File: src/rtl/fwft_sync_fifo_if.sv
// fwft_sync_fifo_if: producer/consumer handshake bundle for the FWFT FIFO
interface fwft_sync_fifo_if #(
    parameter int DATA_WIDTH = 16
);
    logic [DATA_WIDTH-1:0] din;
    logic                  wr_en;
    logic                  full;
    logic [DATA_WIDTH-1:0] dout;
    logic                  rd_en;
    logic                  empty;

    modport master (output din, wr_en, rd_en, input full, dout, empty);
    modport slave  (input din, wr_en, rd_en, output full, dout, empty);
endinterface

File: src/rtl/fwft_sync_fifo.sv
// fwft_sync_fifo: single-clock first-word-fall-through FIFO, circular memory feeding a registered output word
module fwft_sync_fifo #(
    parameter int DEPTH_WIDTH = 4,
    parameter int DATA_WIDTH  = 16
) (
    input logic             clk,
    input logic             rst,
    fwft_sync_fifo_if.slave bus
);
    localparam int DEPTH = 1 << DEPTH_WIDTH;

    logic [DATA_WIDTH-1:0]  r_mem [DEPTH];
    logic [DEPTH_WIDTH-1:0] r_wptr, r_rptr;
    logic [DEPTH_WIDTH:0]   r_mem_cnt, w_mem_cnt_nxt;
    logic [DATA_WIDTH-1:0]  r_dout;
    logic                   r_valid, r_full;
    logic                   w_wr, w_rd, w_load, w_valid_nxt, w_full_nxt;

    // The output word only refills from words already in memory, giving the one-cycle fall-through.
    always_comb begin
        w_wr          = bus.wr_en & ~r_full;
        w_rd          = bus.rd_en & r_valid;
        w_load        = (~r_valid | w_rd) & (r_mem_cnt != '0);
        w_valid_nxt   = w_load | (r_valid & ~w_rd);
        w_mem_cnt_nxt = r_mem_cnt + (DEPTH_WIDTH+1)'(w_wr) - (DEPTH_WIDTH+1)'(w_load);
        w_full_nxt    = (w_mem_cnt_nxt + (DEPTH_WIDTH+1)'(w_valid_nxt)) == (DEPTH_WIDTH+1)'(DEPTH);
    end

    always_ff @(posedge clk) begin
        if (w_wr && !rst) r_mem[r_wptr] <= bus.din;
    end

    always_ff @(posedge clk) begin
        if (rst) begin
            r_wptr    <= '0;
            r_rptr    <= '0;
            r_mem_cnt <= '0;
            r_valid   <= 1'b0;
            r_full    <= 1'b0;
            r_dout    <= '0;
        end else begin
            if (w_wr) r_wptr <= r_wptr + DEPTH_WIDTH'(1);
            if (w_load) begin
                r_dout <= r_mem[r_rptr];
                r_rptr <= r_rptr + DEPTH_WIDTH'(1);
            end
            r_mem_cnt <= w_mem_cnt_nxt;
            r_valid   <= w_valid_nxt;
            r_full    <= w_full_nxt;
        end
    end

    assign bus.dout  = r_dout;
    assign bus.empty = ~r_valid;
    assign bus.full  = r_full;
endmodule

File: src/flat_wrapper.sv
// flat-port wrapper written by rule: the top's interface ports become plain ports
module fwft_sync_fifo_flat 
#(
    parameter int DEPTH_WIDTH = 4,
    parameter int DATA_WIDTH  = 16
)
  (clk, rst, bus_din, bus_wr_en, bus_rd_en, bus_full, bus_dout, bus_empty);
  fwft_sync_fifo_if #(.DATA_WIDTH(DATA_WIDTH)) bus_i ();
  input logic clk;
  input logic rst;
  input wire logic [$bits(bus_i.din)-1:0] bus_din;
  input wire logic [$bits(bus_i.wr_en)-1:0] bus_wr_en;
  input wire logic [$bits(bus_i.rd_en)-1:0] bus_rd_en;
  output wire logic [$bits(bus_i.full)-1:0] bus_full;
  output wire logic [$bits(bus_i.dout)-1:0] bus_dout;
  output wire logic [$bits(bus_i.empty)-1:0] bus_empty;
  assign bus_i.din = bus_din;
  assign bus_i.wr_en = bus_wr_en;
  assign bus_i.rd_en = bus_rd_en;
  assign bus_full = bus_i.full;
  assign bus_dout = bus_i.dout;
  assign bus_empty = bus_i.empty;
  fwft_sync_fifo #(.DEPTH_WIDTH(DEPTH_WIDTH), .DATA_WIDTH(DATA_WIDTH)) u_core (.clk(clk), .rst(rst), .bus(bus_i));
endmodule
File: config.mk
export PLATFORM = sky130hd
export DESIGN_NAME = fwft_sync_fifo_flat
export DESIGN_NICKNAME = d
export VERILOG_FILES = /design/src/rtl/fwft_sync_fifo_if.sv /design/src/rtl/fwft_sync_fifo.sv /design/src/flat_wrapper.sv
export SDC_FILE = /design/constraint.sdc
export NUM_CORES = 1
export LEC_CHECK = 0
export CORE_MARGIN = 4
export CORE_UTILIZATION = 65
export CTS_CLUSTER_SIZE = 8
export DETAILED_ROUTE_END_ITERATION = 12
export PLACE_DENSITY = 0.81
export SYNTH_ARGS = -nofsm -noshare
export SYNTH_HDL_FRONTEND = slang
export SYNTH_SLANG_ARGS = --single-unit
File: constraint.sdc
create_clock -name clk -period 5.8 [get_ports clk]
set_input_delay 0.58 -clock clk [delete_from_list [all_inputs] [get_ports clk]]
set_output_delay 0.58 -clock clk [all_outputs]
set_load 0.1 [all_outputs]
==> Word-level counts from Yosys, hierarchy flattened <==
Memory sizes are Yosys's and may differ from the RTL's. A register that Yosys moved wholly into a read port is not among the register bits.
Index checks and enable logic that the tools add are counted.
{ "word_totals": {"regBits": 15, "ramBits": 256, "input_bits": 20, "output_inout_bits": 18, "wordCells": 26, "mem_count": 1} }
{ "classes": {"add_sub_neg": 5, "n_eq_ne": 1, "mux": 2, "n_bitwise": 9, "reduce_logical": 3} }
{ "memory_table": {"columns": ["memory", "depth", "width", "rd", "rd_ports_with_merged_regs", "write_ports", "line_no", "source"], "rows": [
  ["u_core.r_mem", 16, 16, 1, 1, 1, "fwft_sync_fifo.sv:12", "logic [DATA_WIDTH-1:0] r_mem [DEPTH];"]
]} }
{ "ops": {"columns": ["operator", "n"], "rows": [
  ["$add 5x1->5", 2],
  ["$add 4x1->4 const B", 2],
  ["$eq 5x5->1 const B", 1],
  ["$reduce_bool 5->1", 1],
  ["$sub 5x1->5", 1],
  ["$and 1x1->1", 4],
  ["$not 1->1", 3],
  ["$mux 1", 2],
  ["$or 1x1->1", 2],
  ["$logic_and 1x1->1", 1],
  ["$logic_not 1->1", 1]
]} }

==> Longest topological paths before layout <==
Gate-level depths: netlist (run 1).
{ "depth": {"depth_word": 6, "ltp_mapped": 16, "depth_no_buf": 15} }

==> Worst setup path before layout (run 1) <==
Ideal clock, no wire load.
{ "synth_path": {"path_type": "register to register", "from": "register u_core.r_full, in the netlist u_core.bus.full", "to": "memory u_core.r_mem[0][0] (enable)", "arrival_time_ns": 2.598, "t_required_ns": 5.391, "slack_ns": 2.793, "stages_incl_launch_ff": 6, "n_path_buf": 1, "synth_period_minus_slack_ns": 3.007, "cell_sequence": "dfxtp_1 nor2b_1 clkbuf_1 nor2b_1 nand2_1 nor3_1"} }
{ "synth_between": {"elab_chain_cells": 5} }
{ "synth_lines": {"columns": ["element", "line_no", "source"], "rows": [
  ["from (decl)", "fwft_sync_fifo.sv:16", "logic r_valid, r_full;"],
  ["from (signal assigned)", "fwft_sync_fifo.sv:49", "r_full <= w_full_nxt;"],
  ["$not 1->1", "fwft_sync_fifo.sv:21", "w_wr = bus.wr_en & ~r_full;"],
  ["$and 1x1->1", "fwft_sync_fifo.sv:21", null],
  ["named net u_core.w_wr", "fwft_sync_fifo.sv:17", "logic w_wr, w_rd, w_load, w_valid_nxt, w_full_nxt;"],
  ["$logic_and 1x1->1", "fwft_sync_fifo.sv:30", "if (w_wr && !rst) r_mem[r_wptr] <= bus.din;"],
  ["$mux 1", "fwft_sync_fifo.sv:30", null],
  ["$mux 1 (not written as such)", "fwft_sync_fifo.sv:30", null],
  ["to (decl)", "fwft_sync_fifo.sv:12", null]
]} }
The timed path passes the listed nets, and every way through them passes these cells.

==> Worst setup path in the final report (run 1) <==
{ "layout_path": {"from": "register u_core.r_mem_cnt[2]", "to": "register u_core.r_full, in the netlist u_core.bus.full"} }
{ "layout_between": {"elab_chain_cells": 5, "word_cells_on_any_way": 7, "classes_between": "3 x add/sub; 1 x eq/ne; 2 x bitwise; 1 x reduce/logical"} }
{ "layout_lines": {"columns": ["element", "line_no", "source"], "rows": [
  ["from (decl)", "fwft_sync_fifo.sv:14", "logic [DEPTH_WIDTH:0] r_mem_cnt, w_mem_cnt_nxt;"],
  ["from (signal assigned)", "fwft_sync_fifo.sv:47", "r_mem_cnt <= w_mem_cnt_nxt;"],
  ["$reduce_bool 5->1", "fwft_sync_fifo.sv:23", "w_load = (~r_valid | w_rd) & (r_mem_cnt != '0);"],
  ["$and 1x1->1", "fwft_sync_fifo.sv:23", null],
  ["named net u_core.w_load", "fwft_sync_fifo.sv:17", null],
  ["$sub 5x1->5", "fwft_sync_fifo.sv:25", "w_mem_cnt_nxt = r_mem_cnt + (DEPTH_WIDTH+1)'(w_wr) - (DEPTH_WIDTH+1)'(w_load);"],
  ["named net u_core.w_mem_cnt_nxt[1]", "fwft_sync_fifo.sv:14", null],
  ["$add 5x1->5", "fwft_sync_fifo.sv:26", "w_full_nxt = (w_mem_cnt_nxt + (DEPTH_WIDTH+1)'(w_valid_nxt)) == (DEPTH_WIDTH+1)'(DEPTH);"],
  ["$eq 5x5->1", "fwft_sync_fifo.sv:26", null]
]} }
The timed path passes the listed nets, and every way through them passes these cells.
A chain may end at the register's enable or synchronous reset.

==> summary.txt, run 1 <==
total routed wirelength: 25900 um
Post-Syn Area per Cell: 18.7 um^2
Die X: 140 um
Final Instance Area: 13100 um^2
Req. time, crit path: 6.22 ns
overall via count from detail_route: 6092
post-synthesis async set-or-reset flop share: 0%
routability cong.: 0.813
hold_buf cts: 0
average routed wire per standard cell: 28.1 um
worst ir drop on vdd: 474 uV
# H-tree levels: 2
Mapped Cells: 603
initial antenna violation count: 0
cell-by-cell trace of the critical path: inv_1 -> ha_1 -> nor4b_4 -> a21o_1 -> inv_4 -> ha_1 -> inv_1 -> ha_1 -> inv_1 -> fa_1 -> inv_1 -> ha_1 -> or3_1 -> a221oi_1
part of the Yosys area used for sequential elements: 73.6%
number of core rows: 47
global-route wire length before repair: 40200 um
residual antenna-violating net count after detailed routing: 0
Min-Delay Path Class: reg2reg
floorplan die area: 19500 um^2
status: complete, no violations
DP HPWL: 14000 um
leakage: 4.44 nW
CP startpoint kind: flop
Mapped Area: 11300 um^2
Root Driver: clkbuf_16
Synth Register Bits: 287
number of buffers on the longest clock path: 3
Worst-Skew Late Latency: 0.52 ns
clock-pin transition on the worst setup and hold timing paths: 0.05 ns
number of pins with negative max-slew slack in the final report: 0
number of warnings printed during yosys synthesis: 0
Final min period: 3.70 ns
via count of the first global-routing pass: 6577
post-CTS sizing: 0
startpoint-to-endpoint class of the critical path: reg2reg
final cycle utilization of the critical path: 63.8%
transition time of the tightest slew-check pin: 1.03 ns
net total in the final layout: 706
number of antenna cells inserted: 0
leading register cell type out of synthesis: edfxtp_1
element type at the critical path end: flop
most used cells in the layout excluding fill and tap cells: 256 x edfxtp_1, 64 x mux4_2, 43 x nor2_1, 42 x clkbuf_16, 37 x clkdlybuf4s50_1
Post-synth EDFFs: 256
endpoint arrival time on the critical path: 4.11 ns
final setup vio count: 0
worst stage delay on the critical path: 0.71 ns
pin count of the biggest net entering global routing: 49
Tot GR Track Use: 27.6%
number of maximum-capacitance constraint violations: 0
Post-DP Area: 11900 um^2
post-route DRC violation count: 0
Worst Clk Skew: 0.00664 ns
setup repair after global routing missed its margin: false
number of different library cells in the post-synthesis netlist: 33
total design power: 6.46 mW
Detailed Routing Iterations Pass 1: 5
Inserted Clock Buffers: 41
GRT Residual Overflow: 0
highest fanout seen on the critical path: 19
Syn Nets: 637
clock tree from TritonCTS: done
Placeable Area: 16800 um^2
Starting Density: 67.1%
Max Freq: 270 MHz
I/O Pins: 38
setup repair bufs after CTS: 0
first-iteration detailed-routing DRC count: 698
crit path max-delay cell type: a21o_1
via count normalized by instance count: 6.60
Area growth, synth to finish: 16.2%
commonest non-fill, non-tap cell in the layout: edfxtp_1
total negative setup slack: 0 ns
sink count of the clock tree: 287
power density cells: 493 nW/um^2
# port buffers: 37
die span in y: 140 um
share of final-layout standard cells stronger than drive strength 1: 20.9%
max-slew headroom at the worst pin: 31.1%
hold violation total from the final report: 0
## final cells by class
| type | instances | area, um^2 |
|---|---|---|
| clock buffer | 73 | 1170 |
| clock inverter | 1 | 16.3 |
| fill | 880 | 3700 |
| inverter | 29 | 111 |
| multi-input combinational | 256 | 2720 |
| sequential | 287 | 8310 |
| tap | 220 | 275 |
| timing repair buffer | 57 | 520 |
## cells in the mapped netlist, drive strengths merged (6+ instances only)
cell type / instances / share of area [%]
buf: 23 / 1.3
xnor2: 6 / 0.47
or3: 17 / 0.94
nor2b: 13 / 0.72
inv: 29 / 0.99
clkbuf: 8 / 0.27
a22oi: 16 / 1.1
mux4: 64 / 13
o22ai: 16 / 1.4
and2b: 9 / 0.60
nor2: 43 / 1.4
nand2: 30 / 1.0
edfxtp: 256 / 68
ha: 13 / 1.4
dfxtp: 31 / 5.5
## metrics by stage
| stage | worst slack [ns] | util (%) | std cells | hold slack [ns] |
|---|---|---|---|---|
| after global placement | 1.95 | 71.0 | 849 | 0.505 |
| after CTS | 2.12 | 78.0 | 923 | 0.528 |
| after global routing | 1.87 | 78.0 | 923 | 0.568 |
| after detailed placement | 1.87 | 71.0 | 849 | 0.533 |
| final | 2.10 | 78.0 | 923 | 0.529 |
| after floorplan | 2.79 | - | 603 | 0.474 |
## final timing paths
check,end,start,slack (ns),cells past startpoint
worst max-delay path,u_core.bus.full,u_core.r_mem_cnt[2],2.10,14
worst min-delay path,u_core.r_valid,u_core.r_valid,0.53,2
worst max register to register,u_core.bus.full,u_core.r_mem_cnt[2],2.10,14
worst min register to register,u_core.r_valid,u_core.r_valid,0.53,2
## critical path: cells and delay by family, from the launching register on
| kind | cells | cell delay, ns |
|---|---|---|
| flip-flops | 1 | 0.31 |
| adder cells (fa/ha/maj) | 5 | 1.45 |
| AND/OR/NAND/NOR | 2 | 0.57 |
| buffers and inverters | 5 | 0.36 |
| AO/OA/AOI/OAI | 2 | 0.92 |
## state kept, by name, indices dropped and copies added (netlist names)
signal            cells
u_core.bus.dout      16
u_core.bus.full       1
u_core.r_mem        256
u_core.r_mem_cnt      5
u_core.r_rptr         4
u_core.r_valid        1
u_core.r_wptr         4
## routing by layer
layer | track usage, % | vias to the layer above | share of wire, %
met2 | 45.8 | 398 | 51
met3 | 5.69 | 68 | 9.9
met5 | 0 | - | 0
met4 | 10.6 | 0 | 3.3
li1 | - | 2503 | -
met1 | 36.8 | 3123 | 36
## logic make-up (layout without fill, tap and decap cells)
group	Yosys count	after routing	synth area share [%]
multiplexers	64	64	12.8
adder cells (fa/ha/maj)	14	14	1.62
AND/OR/NAND/NOR	128	128	5.81
flip-flops	287	287	73.6
AO/OA/AOI/OAI	40	40	2.94
XOR/XNOR	10	10	0.776
buffers and inverters	60	160	2.54
## power breakdown
part | switching (mW) | leakage [nW] | internal, mW | total, mW
sequential | 0.200 | 2.56 | 2.37 | 2.57
combinational | 1.03 | 1.31 | 0.693 | 1.73
clock | 0.821 | 0.561 | 1.35 | 2.17
No activity file was read; power rests on OpenSTA's default activity.
==> run 2, diff against run 1 <==
--- a/config.mk
+++ b/config.mk
@@ -6,10 +6,10 @@
 export NUM_CORES = 1
 export LEC_CHECK = 0
 export CORE_MARGIN = 4
-export CORE_UTILIZATION = 65
+export CORE_UTILIZATION = 61
 export CTS_CLUSTER_SIZE = 8
 export DETAILED_ROUTE_END_ITERATION = 12
-export PLACE_DENSITY = 0.81
+export PLACE_DENSITY = 0.76
 export SYNTH_ARGS = -nofsm -noshare
 export SYNTH_HDL_FRONTEND = slang
 export SYNTH_SLANG_ARGS = --single-unit
==> constraint.sdc (replaced) <==
create_clock -name clk -period 3.7 [get_ports clk]
set_input_delay 0.37 -clock clk [delete_from_list [all_inputs] [get_ports clk]]
set_output_delay 0.37 -clock clk [all_outputs]
set_load 0.1 [all_outputs]
==> run 2 against run 1 <==
Global-route usage is 3.6 points lower. Sequential power is 51% higher. Routed wire length down 7.8%. Design area is 1.1% higher.
==> summary.txt, run 2 (synthesis results as in run 1) <==
commonest non-fill, non-tap cell in the layout: edfxtp_1
# port buffers: 37 (unchanged)
post-CTS sizing: 0 (unchanged)
power density cells: 761 nW/um^2 (+54%)
setup repair after global routing missed its margin: false
endpoint arrival time on the critical path: 3.57 ns (-0.54 ns)
Final min period: 3.17 ns (-0.533 ns)
via count normalized by instance count: 6.22 (-5.8%)
total routed wirelength: 23900 um (-7.8%)
Starting Density: 62.4% (-4.7 points)
Min-Delay Path Class: reg2reg
number of antenna cells inserted: 0 (unchanged)
cell class contributing the biggest share of worst-path delay: adder cells
number of maximum-capacitance constraint violations: 0 (unchanged)
average routed wire per standard cell: 25.3 um (-10%)
number of core rows: 49 (+4.3%)
hold violation total from the final report: 0 (unchanged)
leakage: 4.53 nW (+2.0%)
Inserted Clock Buffers: 41 (unchanged)
startpoint-to-endpoint class of the critical path: reg2reg
net total in the final layout: 721 (+2.1%)
number of pins with negative max-slew slack in the final report: 0 (unchanged)
most used cells in the layout excluding fill and tap cells: 256 x edfxtp_1, 64 x mux4_2, 42 x nor2_1, 42 x clkbuf_16, 37 x clkdlybuf4s50_1
Max Freq: 316 MHz (+17%)
clock-pin transition on the worst setup and hold timing paths: 0.05 ns (about the same)
final setup vio count: 0 (unchanged)
crit path max-delay cell type: fa_1
Root Driver: clkbuf_16
number of buffers on the longest clock path: 3 (unchanged)
worst ir drop on vdd: 534 uV (+13%)
Worst-Skew Late Latency: 0.51 ns (about the same)
via count of the first global-routing pass: 6227 (-5.3%)
hold_buf cts: 0 (unchanged)
floorplan die area: 20800 um^2 (+6.2%)
sink count of the clock tree: 287 (unchanged)
die span in y: 144 um (+3.0%)
Die X: 144 um (+3.0%)
final cycle utilization of the critical path: 85.6% (+22 points)
total negative setup slack: 0 ns (unchanged)
residual antenna-violating net count after detailed routing: 0 (unchanged)
pin count of the biggest net entering global routing: 68 (+39%)
Worst Clk Skew: 0.0104 ns (+0.00378 ns)
Req. time, crit path: 4.11 ns (-2.11 ns)
post-route DRC violation count: 0 (unchanged)
# H-tree levels: 2 (unchanged)
transition time of the tightest slew-check pin: 0.997 ns (-0.0327 ns)
initial antenna violation count: 0 (unchanged)
clock tree from TritonCTS: done
element type at the critical path end: flop
share of final-layout standard cells stronger than drive strength 1: 22.7% (+1.8 points)
max FFs per register: 256 (unchanged)
global-route wire length before repair: 36500 um (-9.0%)
register with the most flip-flops: u_core.r_mem
status: complete, no violations
critical path buffer and inverter count: 5 (unchanged)
DP HPWL: 13600 um (-2.7%)
max-slew headroom at the worst pin: 33.3% (+2.2 points)
core occupancy in the finished layout: 73.4% (-4.7 points)
I/O Pins: 38 (unchanged)
overall via count from detail_route: 5884 (-3.4%)
highest fanout seen on the critical path: 7 (-12)
CP startpoint kind: flop
routability cong.: 0.802 (-1.3%)
first-iteration detailed-routing DRC count: 597 (-14%)
Tot GR Track Use: 24.0% (-3.6 points)
Area growth, synth to finish: 17.5%
worst stage delay on the critical path: 0.55 ns (-0.16 ns)
cell-by-cell trace of the critical path: inv_1 -> ha_1 -> nor4b_4 -> a21o_1 -> inv_4 -> ha_1 -> inv_1 -> ha_1 -> inv_1 -> fa_1 -> inv_1 -> ha_1 -> or3_1 -> a221oi_1
setup repair bufs after CTS: 0 (unchanged)
Detailed Routing Iterations Pass 1: 5 (unchanged)
Placeable Area: 18100 um^2 (+7.5%)
GRT Residual Overflow: 0 (unchanged)
run 2: changes by cell type in the layout (fill, tap and decap cells not counted):
cell      delta
clkbuf_1     -1
buf_12       +2
buf_4       +13
nor2_2       +1
nor2_1       -1
run 2: through the flow:
step                std cells  instance area (um^2)  power, mW  hold slack, ns  worst slack, ns
global placement          873                 12100       6.67           0.506            0.596
floorplan                 603                 11300       6.10           0.469            0.693
detailed placement        873                 12100       6.76           0.541            0.515
CTS                       946                 13300       10.2           0.546            0.499
finish                    946                 13300       10.1           0.539            0.534
global route              946                 13300       10.5           0.625            0.332
run 2: layout make-up:
cell class	count	area, um^2
clock buffers	72	1160
flip-flops and latches	287	8310
inverters	29	111
repair buffers	72	658
fillers	1023	4820
well taps	229	287
multi-input cells	256	2720
clock inverters	1	16.3
run 2: power by group:
| group | internal (mW) | switching, mW |
|---|---|---|
| registers | 3.72 | 0.168 |
| logic | 1.12 | 1.72 |
| clock network | 2.11 | 1.26 |
| total | 6.95 | 3.15 |
run 2: final timing paths:
| kind | startpoint | end | slack [ns] | depth (start not counted) |
|---|---|---|---|---|
| setup / recovery | u_core.r_mem_cnt[3] | u_core.bus.full | 0.53 | 14 |
| hold / removal | u_core.r_valid | u_core.r_valid | 0.54 | 2 |
| setup reg to reg | u_core.r_mem_cnt[3] | u_core.bus.full | 0.53 | 14 |
| hold reg to reg | u_core.r_valid | u_core.r_valid | 0.54 | 2 |
run 2: tightest hold or removal path, stage by stage (launching register included):
cell,delay (ns)
dfxtp_1,0.32
nand2_1,0.10
a21oi_1,0.07
run 2: per-layer routing:
metal | global-route usage (%) | wire length [um]
met5 | 0 | 0
met2 | 39.4 | 12000
met4 | 8.37 | 650
met1 | 33.4 | 9530
met3 | 4.00 | 1740
